## config.mk

```make
export PLATFORM = sky130hd
export DESIGN_NAME = fetch
export DESIGN_NICKNAME = d
export VERILOG_FILES = /design/src/rtl/fetch_pkg.sv /design/src/rtl/fetch_skid.sv /design/src/rtl/fetch.sv
export SDC_FILE = /design/constraint.sdc
export NUM_CORES = 1
export LEC_CHECK = 0
export CAP_MARGIN = 30
export CORE_ASPECT_RATIO = 1.2
export CORE_MARGIN = 2
export CORE_UTILIZATION = 30
export DETAILED_ROUTE_END_ITERATION = 10
export PLACE_DENSITY = 0.55
export SLEW_MARGIN = 20
export SYNTH_ARGS = -nofsm -noshare
export SYNTH_HDL_FRONTEND = slang
export SYNTH_SLANG_ARGS = --single-unit
```

## constraint.sdc

```tcl
create_clock -name clk -period 2.6 [get_ports clk]
set_input_delay 0.39 -clock clk [delete_from_list [all_inputs] [get_ports clk]]
set_output_delay 0.39 -clock clk [all_outputs]
set_load 0.005 [all_outputs]
```

## src/rtl/fetch_pkg.sv

```systemverilog
// Shared constants and state encoding for the instruction fetch stage.
package fetch_pkg;

    localparam int unsigned INSTR_BYTES      = 4;
    localparam int unsigned DEFAULT_RESET_PC = 0;

    typedef enum logic [1:0] {
        StIdle,
        StRun,
        StHold,
        StFlush
    } fetch_state_e;

endpackage

```

## src/rtl/fetch_skid.sv

```systemverilog
// One-entry skid register holding the read that was in flight when decode stalled.
module fetch_skid #(
    parameter int unsigned ADDR_W = 10
) (
    input  logic              clk,
    input  logic              rst_n,
    input  logic              clear,
    input  logic              load,
    input  logic [31:0]       data,
    input  logic [ADDR_W-1:0] pc,
    output logic              valid,
    output logic [31:0]       out_data,
    output logic [ADDR_W-1:0] out_pc
);

    always_ff @(posedge clk or negedge rst_n) begin
        if (!rst_n) begin
            valid    <= 1'b0;
            out_data <= '0;
            out_pc   <= '0;
        end else if (clear) begin
            valid <= 1'b0;
        end else if (load) begin
            valid    <= 1'b1;
            out_data <= data;
            out_pc   <= pc;
        end
    end

endmodule

```

## src/rtl/fetch.sv

```systemverilog
// Instruction fetch stage: sequential fetch with 2-cycle latency, decode stall
// handling through a skid register, and branch redirect/flush from execute.
module fetch
    import fetch_pkg::*;
#(
    parameter int unsigned ADDR_W   = 10,
    parameter int unsigned RESET_PC = DEFAULT_RESET_PC
) (
    input  logic              clk,
    input  logic              rst_n,
    input  logic              global_disable,
    input  logic [31:0]       delta_instruction,
    input  logic              stall,
    output logic              imem_en,
    output logic [ADDR_W-1:0] imem_addr,
    input  logic [31:0]       imem_rdata,
    output logic [31:0]       instr,
    output logic              instr_valid,
    output logic [ADDR_W-1:0] instr_pc
);

    localparam logic [ADDR_W-1:0] PcInit = ADDR_W'(RESET_PC);
    localparam logic [ADDR_W-1:0] PcStep = ADDR_W'(INSTR_BYTES);

    fetch_state_e      state_q;
    logic [ADDR_W-1:0] pc_q;
    logic [ADDR_W-1:0] rd_pc_q;
    logic              rd_pending_q;
    logic              gd_q;
    logic              gd_rise;
    logic [ADDR_W-1:0] branch_off;

    logic              skid_valid;
    logic              skid_clear;
    logic              skid_load;
    logic [31:0]       skid_data;
    logic [ADDR_W-1:0] skid_pc;

    // Offset bits above the address width fall away under modulo-2^ADDR_W wrap.
    logic unused_delta_hi;
    assign unused_delta_hi = ^delta_instruction[31:ADDR_W-2];

    assign gd_rise    = global_disable & ~gd_q;
    assign branch_off = {delta_instruction[ADDR_W-3:0], 2'b00};

    assign imem_en   = ((state_q == StRun) || (state_q == StHold)) && !stall && !gd_rise;
    assign imem_addr = imem_en ? pc_q : '0;

    // A stalled output cannot take the arriving read, so it parks in the skid.
    assign skid_clear = gd_rise || (state_q == StFlush) || (!stall && skid_valid);
    assign skid_load  = !gd_rise && (state_q != StFlush) && stall && rd_pending_q;

    fetch_skid #(
        .ADDR_W(ADDR_W)
    ) u_skid (
        .clk     (clk),
        .rst_n   (rst_n),
        .clear   (skid_clear),
        .load    (skid_load),
        .data    (imem_rdata),
        .pc      (rd_pc_q),
        .valid   (skid_valid),
        .out_data(skid_data),
        .out_pc  (skid_pc)
    );

    always_ff @(posedge clk or negedge rst_n) begin
        if (!rst_n) begin
            state_q      <= StIdle;
            pc_q         <= PcInit;
            rd_pc_q      <= '0;
            rd_pending_q <= 1'b0;
            gd_q         <= 1'b0;
            instr        <= '0;
            instr_valid  <= 1'b0;
            instr_pc     <= '0;
        end else begin
            gd_q         <= global_disable;
            rd_pending_q <= imem_en;
            if (imem_en) begin
                rd_pc_q <= pc_q;
            end

            if (gd_rise) begin
                pc_q        <= pc_q + branch_off;
                state_q     <= StFlush;
                instr_valid <= 1'b0;
            end else begin
                if (imem_en) begin
                    pc_q <= pc_q + PcStep;
                end

                unique case (state_q)
                    StIdle:  state_q <= StRun;
                    StRun:   if (stall) state_q <= StHold;
                    StHold:  if (!stall) state_q <= StRun;
                    StFlush: if (!global_disable) state_q <= StRun;
                    default: state_q <= StIdle;
                endcase

                if (state_q == StFlush) begin
                    instr_valid <= 1'b0;
                end else if (!stall) begin
                    if (skid_valid) begin
                        instr       <= skid_data;
                        instr_pc    <= skid_pc;
                        instr_valid <= 1'b1;
                    end else if (rd_pending_q) begin
                        instr       <= imem_rdata;
                        instr_pc    <= rd_pc_q;
                        instr_valid <= 1'b1;
                    end else begin
                        instr_valid <= 1'b0;
                    end
                end
            end
        end
    end

endmodule

```

==> flow_summary_export.csv <==
group,metric,value,unit
run_status,status,"finished clean",
run,cap_violations,0,
place,port-buffer-count,93,
timing,finClkSkew,0.00649,ns
yosys,syn_area_per_cell,11.9,um2
timing,setup_tns,0,ns
drt,routed_wl,9.76,mm
finish,nNetsFinal,569,
power_and_ir_drop,ir_drop,0.330,mV
finish,fillers,1495,
global_routing,track_usage,12.5,%
clocking,root_buffer,"clkbuf_16",
drt,antenna_left,0,
critical_path,crit_fanout,5,
floorplanning,start_util,30.9,%
critical_path,worstSetupStartpointType,"primary input",
timing,fin_crit_sh,94.1,%
global_routing,grt_pass1_vias,3328,
yosys,syn_inst,393,
drt,drt_pass1_iterations,4,
drt,viasPerCell,4.53,
finish,fin_util,41.2,%
clocking,path_clk_slew,0.07,ns
timing,max_freq,0.409,GHz
clocking,post_cts_buffers,0,
finish,layout_commonest_cell,"dfrtp_1",
global_routing,antenna_found_initial,0,
finish,drive_above_1_share,18.2,%
yosys,ys_ff_latch,102,
finish,multi_input_area,0.00197,mm2
drt,drcViolationCount,0,
critical_path,path_buf_inv,4,
critical_path,cp_top_family,"buffers and inverters",
clocking,hold_buffers,0,
floorplanning,dieArea,0.0166,mm2
global_routing,grt_max_degree,82,
yosys,synth_area,0.00466,mm2
critical_path,cp_data_required_time,2.21,ns
global_routing,grt_overflow_total,0,
clocking,cts_made_buffers,9,
global_routing,grt_first_pass_wirelength,16.7,mm
floorplanning,die_h,141,um
critical_path,worst_path_max_delay_cell,"clkdlybuf4s50_1",
timing,maxSlewViolCount,0,
yosys,yosys_warnings,0,
yosys,ys_seq_area_share,54.7,%
timing,rsz0062_at_grt,"false",
floorplanning,ios,122,
clocking,clock_sinks,102,
clocking,cts_tree,"done",
finish,seq_area,0.00255,mm2
critical_path,slowest_delay,0.55,ns
timing,hold_violations,0,
clocking,clk_latency,0.34,ns
critical_path,worst-path-stages,6,
floorplanning,coreArea,0.0151,mm2
finish,fin_area,0.00621,mm2
drt,dr.first_iter.drc_count,181,
clocking,cts.path.max_buffers,2,
timing,setup_viol,0,
drt,vias,3169,
floorplanning,dieWidth,118,um
place,routabilityCongestion,0.811,
worst_hold_path,hp-class,"in -> async",
clocking,post_cts_resized,0,
critical_path,worst_setup_path_end_kind,"output port",
timing,post-route-min-period,2.45,ns
yosys,yosys.cell_types.count,43,
place,place_area,0.00588,mm2
timing,worstMarginPinSlew,0.729,ns
critical_path,cp_cell_sequence,"clkdlybuf4s50_1 > and2b_4 > buf_4 > buf_4 > nor3_4 > clkdlybuf4s50_1",
place,dpl.hpwl,6.79,mm
timing,relSlewSlack,51.4,%
floorplanning,rows,49,
power_and_ir_drop,power_density,1050,mW/mm2
finish,synthToLayoutAreaGrowth,33.1,%
finish,layout_common_cells,"dfrtp_1 (101), clkdlybuf4s50_1 (92), nand2_1 (50)",
clocking,htree_levels,3,
drt,wl_per_cell,14.0,um
critical_path,worstRegToRegCells,10,
critical_path,criticalPathCategory,"in -> out",
finish,antenna_cells,0,
power_and_ir_drop,p_leak,2.66,nW
critical_path,critical_path_arrival,2.06,ns
==> power breakdown <==
group / switching [W] / internal, W
Sequential: 0.000430 / 0.00232
Combinational: 0.000948 / 0.00141
Clock: 0.000572 / 0.000870
==> logic make-up after synthesis <==
family                     share of synthesized area [%]
other                                             0.0804
buffers and inverters                               3.46
DFF                                                 54.7
xor gates and xnor gates                           0.751
AOI/OAI and AO/OA                                   7.35
and+or+nand+nor                                     9.87
adders and majority gates                           3.11
muxes                                               20.7
==> area by class of cell <==
cell class	count	share of cell area (%)
Clock inverter	5	1.33
Tap cell	204	4.11
Inverter	7	0.423
Clock buffer	11	3.91
Timing Repair Buffer	108	17.4
Multi-Input combinational cell	262	31.7
Sequential cell	102	41.1
==> routing by layer <==
metal / global-route usage (%) / wire [um] / vias up
li1: - / - / 1550
met1: 16.1 / 4460 / 1541
met2: 21.1 / 4850 / 71
met3: 2.71 / 335 / 7
met4: 3.61 / 113 / 0
met5: 0 / 0 / -
==> synth_stat cells <==
cell,instances,area share (%)
and2_1,5,0.67
xnor2_1,1,0.19
a21o_1,1,0.16
nor4b_1,1,0.19
and3_1,8,1.1
mux2_1,2,0.48
nand2b_1,3,0.40
or3_1,2,0.27
nor3_1,1,0.11
a22oi_1,1,0.16
buf_4,5,0.80
clkbuf_2,1,0.11
nor2b_1,2,0.27
nor3b_1,2,0.32
a211oi_1,2,0.32
xor2_1,3,0.56
nor2_1,4,0.32
nor3b_2,1,0.27
nor3_2,1,0.21
buf_8,1,0.32
clkbuf_1,10,0.80
o31ai_1,1,0.16
dfrtp_1,102,55
fa_1,1,0.43
or4_1,1,0.16
mux2i_1,40,8.6
nor3_4,1,0.35
nor2_4,2,0.48
a21oi_1,5,0.54
a21boi_0,1,0.16
conb_1,1,0.080
o2bb2ai_2,1,0.32
and2b_4,1,0.21
inv_1,7,0.56
mux2_2,48,12
nor2_2,1,0.13
nand3_1,3,0.32
buf_2,8,0.86
o211ai_1,1,0.16
o21ai_1,1,0.11
nand2_1,51,4.1
ha_1,10,2.7
o21ai_0,49,5.3
==> state kept, by name, summed over array words and instances (netlist names), 2 cells and up <==
signal / count
instr_pc: 8
u_skid.out_pc: 8
pc_q: 8
instr: 32
rd_pc_q: 8
u_skid.out_data: 32
state_q: 2
==> final timing paths <==
kind	start	to	slack [ns]
max in group asynchronous	rst_n	u_skid.valid	1.86
min reg2reg	instr[27]	instr[27]	0.48
min	rst_n	u_skid.out_data[31]	0.06
max	global_disable	imem_en	0.15
min in group clk	instr[27]	instr[27]	0.48
max reg2reg	gd_q	pc_q[8]	0.45
==> through the flow <==
stage,setup WS [ns],hold slack (ns),cells,total power (W)
floorplan,0.467,0.0944,396,0.00402
global placement,0.0403,0.452,682,0.00509
detailed placement,0.0218,0.450,682,0.00518
CTS,0.0815,0.0860,698,0.00666
global route,0.0381,0.111,699,0.00707
finish,0.154,0.0607,699,0.00655
Power figures use the tool's default switching activity.
==> edit: new RTL, same settings <==
Reset style: synchronous (`rst_n`), changed in 2 clocked blocks.
--- a/src/rtl/fetch_skid.sv
+++ b/src/rtl/fetch_skid.sv
@@ -13,7 +13,7 @@
     output logic [ADDR_W-1:0] out_pc
 );
 
-    always_ff @(posedge clk or negedge rst_n) begin
+    always_ff @(posedge clk) begin
         if (!rst_n) begin
             valid    <= 1'b0;
             out_data <= '0;
--- a/src/rtl/fetch.sv
+++ b/src/rtl/fetch.sv
@@ -64,7 +64,7 @@
         .out_pc  (skid_pc)
     );
 
-    always_ff @(posedge clk or negedge rst_n) begin
+    always_ff @(posedge clk) begin
         if (!rst_n) begin
             state_q      <= StIdle;
             pc_q         <= PcInit;
Formal check against the unedited RTL: differs if rst_n is asserted again (counterexample within 4 cycles, from zero or initial values and one cycle with rst_n low); with rst_n held inactive, the same outputs for 4 cycles.
==> edit against the unedited design <==
- setup slack gained 0.0076 ns
- critical path depth rose by 2
- sequential cell count stayed put
- cell area shrank 3.4%
- synthesized area shrank 3.4%
- count of clock-buffer cells in the layout is the same
- routed wire length rose by 12%
- cell count rose by 16%
Power is not compared: it rests on default switching activity, and its combinational part moved more than twofold at a synthesized area within 25%.
==> edit: results (changes against the unedited design) <==
{| class="wikitable"
! Metric !! Value
|-
| Largest net degree at the start of global routing || 62 (-24%)
|-
| Multi-input gates || 361 (+38%)
|-
| Synth Instances || 515 (+31%)
|-
| Routability-driven placement congestion ratio || 0.872 (+7.5%)
|-
| Run status || complete, no violations
|-
| Number of resized instances in the post-cts repair step || 2 (+2)
|-
| Worst reg2reg endpoint || pc_q[8]$_SDFFE_PN0P_
|-
| Reg-to-reg slack, setup || 0.42 ns (-0.03 ns)
|-
| XOR/XNOR Fraction of Synth Area || 0.389% (-0.36 points)
|-
| End point of the critical path || imem_addr[6]
|-
| Global-route wire length before repair || 18.0 mm (+7.7%)
|-
| Origin of the critical flop-to-flop path || gd_q$_SDFF_PN0_
|-
| Hold/Removal Path Class || reg2reg
|-
| Initial DRC Count || 147 (-19%)
|-
| Crit path from || state_q[0]$_SDFFE_PN0P_
|-
| Placed wire-length estimate || 7.53 mm (+11%)
|-
| Skew final || 0.00530 ns (-0.00119 ns)
|-
| Detailed Route WL || 10.9 mm (+12%)
|-
| Sequential-to-total area share from yosys stat || 45.3% (-9.4 points)
|-
| Max stage delay on crit path || 0.50 ns (-0.05 ns)
|-
| Post-DR vias/cell || 4.66 (+2.8%)
|-
| Cell types with the largest area share after synthesis || sky130_fd_sc_hd__dfxtp_1 (45%), sky130_fd_sc_hd__nand2_1 (8.9%), sky130_fd_sc_hd__mux2i_1 (8.9%), sky130_fd_sc_hd__a211oi_2 (8.3%), sky130_fd_sc_hd__a21oi_1 (6.2%)
|-
| Compound-gate portion of the synthesized area || 19.0% (+12 points)
|-
| Placed cell count || 795 (+17%)
|-
| Non-clock buffers || 113 (+4.6%)
|-
| NumNets Final || 681 (+20%)
|-
| Filler-free cell count of the finished design || 809 (+16%)
|}
## edit: changes by cell type in the layout (fill, tap and decap cells not counted), sizes merged, moves of 42 or more
cell / delta
o21ai: -44
nand2: +56
a211oi: +42
dfxtp: +102
mux2: -50
nor2: +47
dfrtp: -102
a21oi: +51
## edit: through the flow
step / power (uW) / TNS [ns] / hold slack, ns / setup slack [ns]
after detailed placement: 2100 / -0.224 / 0.447 / -0.111
final: 3310 / 0 / 0.455 / 0.161
after floorplan: 1900 / 0 / 0.436 / 0.476
after global placement: 2090 / -0.0511 / 0.441 / -0.0437
after CTS: 3370 / 0 / 0.457 / 0.0182
after global routing: 3470 / 0 / 0.472 / 0.0137
## edit: routing by layer
| metal | vias to the layer above | routed length (um) | track usage, % |
|---|---|---|---|
| li1 | 1917 | - | - |
| met4 | 0 | 211 | 6.20 |
| met1 | 1753 | 4910 | 17.0 |
| met2 | 86 | 5340 | 23.9 |
| met5 | - | 0 | 0 |
| met3 | 15 | 423 | 2.81 |
